<file path="src/rtl/sr_display_receiver.sv">
// -----------------------------------------------------------------------------
// sr_display_receiver
//
// Rebuilds latched 7-segment display frames from the serial shift-register
// stream (data / shift clock / latch pins) of the calculator output driver.
// All three pins are sampled in the clk domain and edges are detected locally.
// Each latched frame is offered on a valid/ready interface.
//
// Configuration macro: SR_DISPLAY_RECEIVER_SYNC_EN
//   defined   -> 2-flop synchronizer per pin (action latency 2 clk cycles)
//   undefined -> single sampling register per pin (action latency 1 clk cycle)
//
// Ports:
//   clk             system clock, all state on rising edge
//   rst_n           asynchronous active-low reset
//   i_sr_data       serial data pin, MSB of first byte shifted first
//   i_sr_clk        shift clock pin, data captured on its rising edge
//   i_sr_latch      latch pin, rising edge ends the frame
//   o_frame         held frame, byte NUM_7_SEG_DISPLAYS-1 is the first shifted
//   o_frame_len_err held frame received a bit count other than FW
//   o_valid         held frame pending
//   i_ready         consumer accepts when o_valid & i_ready
//   o_overrun       sticky, latch edge arrived while a frame was pending
// -----------------------------------------------------------------------------
module sr_display_receiver #(
    parameter int NUM_7_SEG_DISPLAYS = 5
) (
    input  logic                            clk,
    input  logic                            rst_n,
    input  logic                            i_sr_data,
    input  logic                            i_sr_clk,
    input  logic                            i_sr_latch,
    output logic [8*NUM_7_SEG_DISPLAYS-1:0] o_frame,
    output logic                            o_frame_len_err,
    output logic                            o_valid,
    input  logic                            i_ready,
    output logic                            o_overrun
);

    localparam int FW = 8 * NUM_7_SEG_DISPLAYS;
    localparam int CW = $clog2(FW + 2);
    localparam logic [CW-1:0] CNT_FULL = CW'(FW);
    localparam logic [CW-1:0] CNT_SAT  = CW'(FW + 1);

    // Saturating bit-count increment: any count beyond FW only needs to
    // remember "too many", so it parks at FW+1.
    function automatic logic [CW-1:0] sat_inc(input logic [CW-1:0] value);
        if (value == CNT_SAT) begin
            sat_inc = CNT_SAT;
        end else begin
            sat_inc = value + {{(CW-1){1'b0}}, 1'b1};
        end
    endfunction

    // Pin bundle order: [2] data, [1] shift clock, [0] latch.
    logic [2:0]    pins_s;
    logic [1:0]    prev_r;
    logic [FW-1:0] sh_r;
    logic [FW-1:0] sh_next_s;
    logic [CW-1:0] cnt_r;
    logic [CW-1:0] cnt_next_s;
    logic [FW-1:0] frame_r;
    logic          len_err_r;
    logic          valid_r;
    logic          overrun_r;
    logic          clk_rise_s;
    logic          latch_rise_s;
    logic          accept_s;

`ifdef SR_DISPLAY_RECEIVER_SYNC_EN
    logic [2:0] meta_r;
    logic [2:0] sync_r;

    // Two-flop synchronizer; data travels with the clock/latch lines so it
    // stays aligned with the detected shift edge.
    always_ff @(posedge clk or negedge rst_n) begin
        if (!rst_n) begin
            meta_r <= 3'b000;
            sync_r <= 3'b000;
        end else begin
            meta_r <= {i_sr_data, i_sr_clk, i_sr_latch};
            sync_r <= meta_r;
        end
    end

    assign pins_s = sync_r;
`else
    logic [2:0] samp_r;

    // Single sampling stage for same-clock connection to the driver.
    always_ff @(posedge clk or negedge rst_n) begin
        if (!rst_n) begin
            samp_r <= 3'b000;
        end else begin
            samp_r <= {i_sr_data, i_sr_clk, i_sr_latch};
        end
    end

    assign pins_s = samp_r;
`endif

    // Previous-value registers for shift clock and latch edge detection.
    always_ff @(posedge clk or negedge rst_n) begin
        if (!rst_n) begin
            prev_r <= 2'b00;
        end else begin
            prev_r <= pins_s[1:0];
        end
    end

    // Edge detection and next shift/count; a shift coinciding with a latch is
    // applied first so the latched frame and length check include that bit.
    always_comb begin
        clk_rise_s   = pins_s[1] & ~prev_r[1];
        latch_rise_s = pins_s[0] & ~prev_r[0];
        accept_s     = valid_r & i_ready;
        sh_next_s    = sh_r;
        cnt_next_s   = cnt_r;
        if (clk_rise_s) begin
            sh_next_s  = {sh_r[FW-2:0], pins_s[2]};
            cnt_next_s = sat_inc(cnt_r);
        end else begin
            sh_next_s  = sh_r;
            cnt_next_s = cnt_r;
        end
    end

    // Shift register and bit counter; sh is intentionally not cleared by a
    // latch, only the count restarts.
    always_ff @(posedge clk or negedge rst_n) begin
        if (!rst_n) begin
            sh_r  <= {FW{1'b0}};
            cnt_r <= {CW{1'b0}};
        end else begin
            sh_r <= sh_next_s;
            if (latch_rise_s) begin
                cnt_r <= {CW{1'b0}};
            end else begin
                cnt_r <= cnt_next_s;
            end
        end
    end

    // Output frame holding and valid/ready handshake. A latch in the same
    // cycle as an accept reloads immediately, so o_valid stays high.
    always_ff @(posedge clk or negedge rst_n) begin
        if (!rst_n) begin
            frame_r   <= {FW{1'b0}};
            len_err_r <= 1'b0;
            valid_r   <= 1'b0;
            overrun_r <= 1'b0;
        end else if (latch_rise_s) begin
            if (!valid_r || accept_s) begin
                frame_r   <= sh_next_s;
                len_err_r <= (cnt_next_s != CNT_FULL);
                valid_r   <= 1'b1;
                overrun_r <= 1'b0;
            end else begin
                overrun_r <= 1'b1;
            end
        end else if (accept_s) begin
            valid_r   <= 1'b0;
            overrun_r <= 1'b0;
        end else begin
            valid_r   <= valid_r;
            overrun_r <= overrun_r;
        end
    end

    assign o_frame         = frame_r;
    assign o_frame_len_err = len_err_r;
    assign o_valid         = valid_r;
    assign o_overrun       = overrun_r;

endmodule

</file>
<file path="config.mk">
export PLATFORM = sky130hd
export DESIGN_NAME = sr_display_receiver
export DESIGN_NICKNAME = d
export VERILOG_FILES = /design/src/rtl/sr_display_receiver.sv
export SDC_FILE = /design/constraint.sdc
export NUM_CORES = 1
export LEC_CHECK = 0
export CAP_MARGIN = 20
export CORE_AREA = 2 2 88 90
export CTS_CLUSTER_DIAMETER = 60
export CTS_CLUSTER_SIZE = 20
export DETAILED_ROUTE_END_ITERATION = 16
export DIE_AREA = 0 0 90 92
export GPL_ROUTABILITY_DRIVEN = 0
export PLACE_DENSITY = 0.74
export SLEW_MARGIN = 5
export SYNTH_ARGS = -nofsm -noshare
export SYNTH_HDL_FRONTEND = slang
export SYNTH_SLANG_ARGS = --single-unit
</file>
<file path="constraint.sdc">
create_clock -name clk -period 4.9 [get_ports clk]
set_clock_uncertainty 0.15 [all_clocks]
set_input_delay 0.735 -clock clk [delete_from_list [all_inputs] [get_ports clk]]
set_output_delay 0.735 -clock clk [all_outputs]
set_load 0.1 [all_outputs]
</file>
==> run_results.csv <==
group,metric,value,unit
outcome,status,"complete, no violations",
detailed_routing,ant_nets,0,
setup_path,worst-path-buf-inv,1,
grt,use_met3,0.0477,
sta,setup_violations,0,
detailed_routing,drt-total-wl,6210,um
power,clock_power_share,0.250,
cells_and_area,antenna_cells,0,
clock_tree,cts_hold_repair.buffers,0,
clock_tree,clk_latency,0.35,ns
floorplan,core_area,0.00745,mm2
grt,antenna_found_initial,0,
clock_tree,cts_made_buffers,9,
run,maxCapViolCount,0,
placed_design,post-dp-hpwl,3970,um
cells_and_area,design_area,0.00442,mm2
sta,fmax,361,MHz
grt,gr-usage-met1,0.216,
power,swShare,0.381,
grt,busiest_layer,"met2",
grt,grt_max_degree,59,
power,p_switching,0.831,mW
clock_tree,cts_root_buffer,"clkbuf_8",
floorplan,num_rows,32,
placed_design,dp.cells,459,
clock_tree,cts-resized-gates,0,
setup_path,rr_worst_depth,5,
setup_path,cp_slowest_cell,"clkdlybuf4s50_1",
detailed_routing,drtIter0Drc,95,
power,ir_worst_vdd,0.381,mV
floorplan,die_area,0.00828,mm2
power,powerDensity,493,mW/mm2
hold_path,hold_depth,0,
yosys,synth_cell_type_count,33,
sta,finalSetupTns,0,ns
power,seqPwrFrac,0.438,
sta,worstMarginPinSlew,0.978,ns
sta,post-route-min-period,2.77,ns
detailed_routing,vias,2318,
clock_tree,ctsLongestPathBuffers,2,
floorplan,die_w,90,um
yosys,synth_cells,323,
placed_design,io_buffers,48,
floorplan,chipHeight,92,um
hold_path,hold_class,"flip-flop to flip-flop",
placed_design,placed_cell_area,0.00421,mm2
setup_path,cp_cell_sequence,"clkdlybuf4s50_1",
setup_path,startpoint_type,"flip-flop",
setup_path,crit_type,"flip-flop to output port",
sta,slew_viol_final,0,
sta,period_share,0.565,
setup_path,cp_data_required_time,4.01,ns
setup_path,crit_fanout,2,
clock_tree,ctsHtreeMaxLevel,3,
yosys,synth_seq_cells,94,
yosys,syn-num-nets,331,
yosys,syn_area_per_cell,11.3,um2
cells_and_area,fin_cells,475,
power,p_leak,2.18,nW
cells_and_area,seqCellArea,0.00235,mm2
sta,rsz0062_at_grt,"false",
floorplan,initial_core_util,0.491,
cells_and_area,fill_cells,636,
yosys,yosysWarningCount,0,
placed_design,place_worst_setup_slack,2.07,ns
cells_and_area,syn_to_final_growth,20.8,%
sta,holdWs,0.241,ns
clock_tree,cts_tree,"built",
clock_tree,cts_setup_buffers,0,
yosys,ys_seq_area_frac,0.643,
floorplan,io-pin-count,49,
setup_path,max_stage_delay,1.15,ns
detailed_routing,wire_per_inst,13.1,um
power,finalPower,2.18,mW
detailed_routing,vias_per_cell,4.88,
grt,met2_usage,0.263,
cells_and_area,multi_input_area,0.00122,mm2
power,internal_power,1.35,mW
setup_path,cp.depth,1,
sta,fin_ws,2.13,ns
clock_tree,clkSinkCount,94,
grt,grt_pass1_vias,2328,
setup_path,arrival,1.88,ns
cells_and_area,drive_gt1_frac,0.166,
grt,grt.total_usage,0.165,
setup_path,endpoint_kind,"output port",
sta,hold_violations,0,
clock_tree,clkTransAtPathRegs,0.09,ns
power,p_comb_frac,0.312,
grt,grt_pass1_wl,10700,um
cells_and_area,num-nets-final,376,
cells_and_area,fin_util,0.593,
detailed_routing,drtPass1Iterations,4,
setup_path,path_delay_family,"buffers and inverters",
yosys,netlist_area,0.00366,mm2
grt,overflow,0,
sta,slew_headroom,0.346,
detailed_routing,drc,0,
metal layers:
metal	up-vias	routed length, um
met4	0	97
met3	9	187
met2	40	2970
met1	1130	2960
met5	-	0
li1	1139	-
worst reg2reg max path, delay by kind of cell (launching register included):
kind / cells / cell delay (ns)
simple gates: 3 / 1.32
flops: 1 / 0.35
compound gates: 1 / 0.14
buf+inv: 1 / 0.39
area by class of cell:
class / count / share of cell area
clock buffer: 10 / 0.0289
clock inverter: 6 / 0.0195
inverter: 2 / 0.00170
multi-input combinational: 210 / 0.275
sequential: 94 / 0.532
tap: 102 / 0.0289
timing repair buffer: 51 / 0.113
cells by family after synthesis:
logic type,after synthesis,synth area share
flip-flops,94,0.643
XOR/XNOR,3,0.00719
multiplexers,41,0.126
AND/OR/NAND/NOR,154,0.176
buffers and inverters,19,0.0239
adder cells (fa/ha/maj),2,0.00684
AO/OA/AOI/OAI,10,0.0168
final timing paths:
kind	slack, ns	end	start
min	0.24	prev_r[0]	pins_s[0]
max in group asynchronous	3.39	o_frame[39]	rst_n
max reg2reg	2.46	o_frame_len_err	pins_s[0]
min in group asynchronous	0.28	o_frame[32]	rst_n
min reg2reg	0.24	prev_r[0]	pins_s[0]
max	2.13	o_frame[39]	o_frame[39]
synthesized netlist by cell type (all sizes together):
library cell	number	share of area
nand2	127	0.13
dfrtp	94	0.64
mux2	40	0.12
clkbuf	9	0.0092
buf	8	0.013
nor2	7	0.0072
a21oi	5	0.0068
nand2b	3	0.0051
and2	2	0.0034
ha	2	0.0068
inv	2	0.0021
nand4	2	0.0034
nor2b	2	0.0034
or3	2	0.0038
xnor2	2	0.0048
a31oi	1	0.0017
a32oi	1	0.0024
and2b	1	0.0024
and3b	1	0.0024
and4bb	1	0.0034
mux2i	1	0.0027
nand3	1	0.0014
nand3b	1	0.0021
nand4b	1	0.0024
nor3	1	0.0014
o211ai	1	0.0021
o21ai	1	0.0014
o32ai	1	0.0024
or2b	1	0.0021
or4	1	0.0021
xor2	1	0.0024
cell usage in the layout (no fill, tap or decap), types with 2 or more instances in the layout:
cell type | netlist | layout
bufinv_16 | 0 | 2
and2_1 | 2 | 2
inv_1 | 2 | 2
clkdlybuf4s50_1 | 0 | 47
nor2b_1 | 2 | 2
clkbuf_8 | 0 | 9
a21oi_1 | 5 | 5
dfrtp_1 | 94 | 94
ha_1 | 2 | 2
buf_4 | 0 | 4
mux2_2 | 40 | 40
xnor2_1 | 2 | 2
nand2_1 | 127 | 127
nand4_1 | 2 | 2
nor2_1 | 7 | 7
nand2b_1 | 3 | 3
clkinv_2 | 0 | 2
power by group through the flow:
stage / clock [mW] / sequential, mW / combinational (mW)
floorplan: 0 / 1.34 / 0.146
CTS: 0.565 / 0.955 / 0.685
global route: 0.597 / 0.968 / 0.713
detailed placement: 0 / 0.970 / 0.684
global placement: 0 / 0.964 / 0.677
finish: 0.545 / 0.954 / 0.680
flip-flops by register name, summed over array words and instances, names as in the netlist:
signal,cells
o_frame,40
pins_s,3
cnt_r,6
o_valid,1
sh_r,40
o_frame_len_err,1
o_overrun,1
prev_r,2
Power figures use the tool's default switching activity.
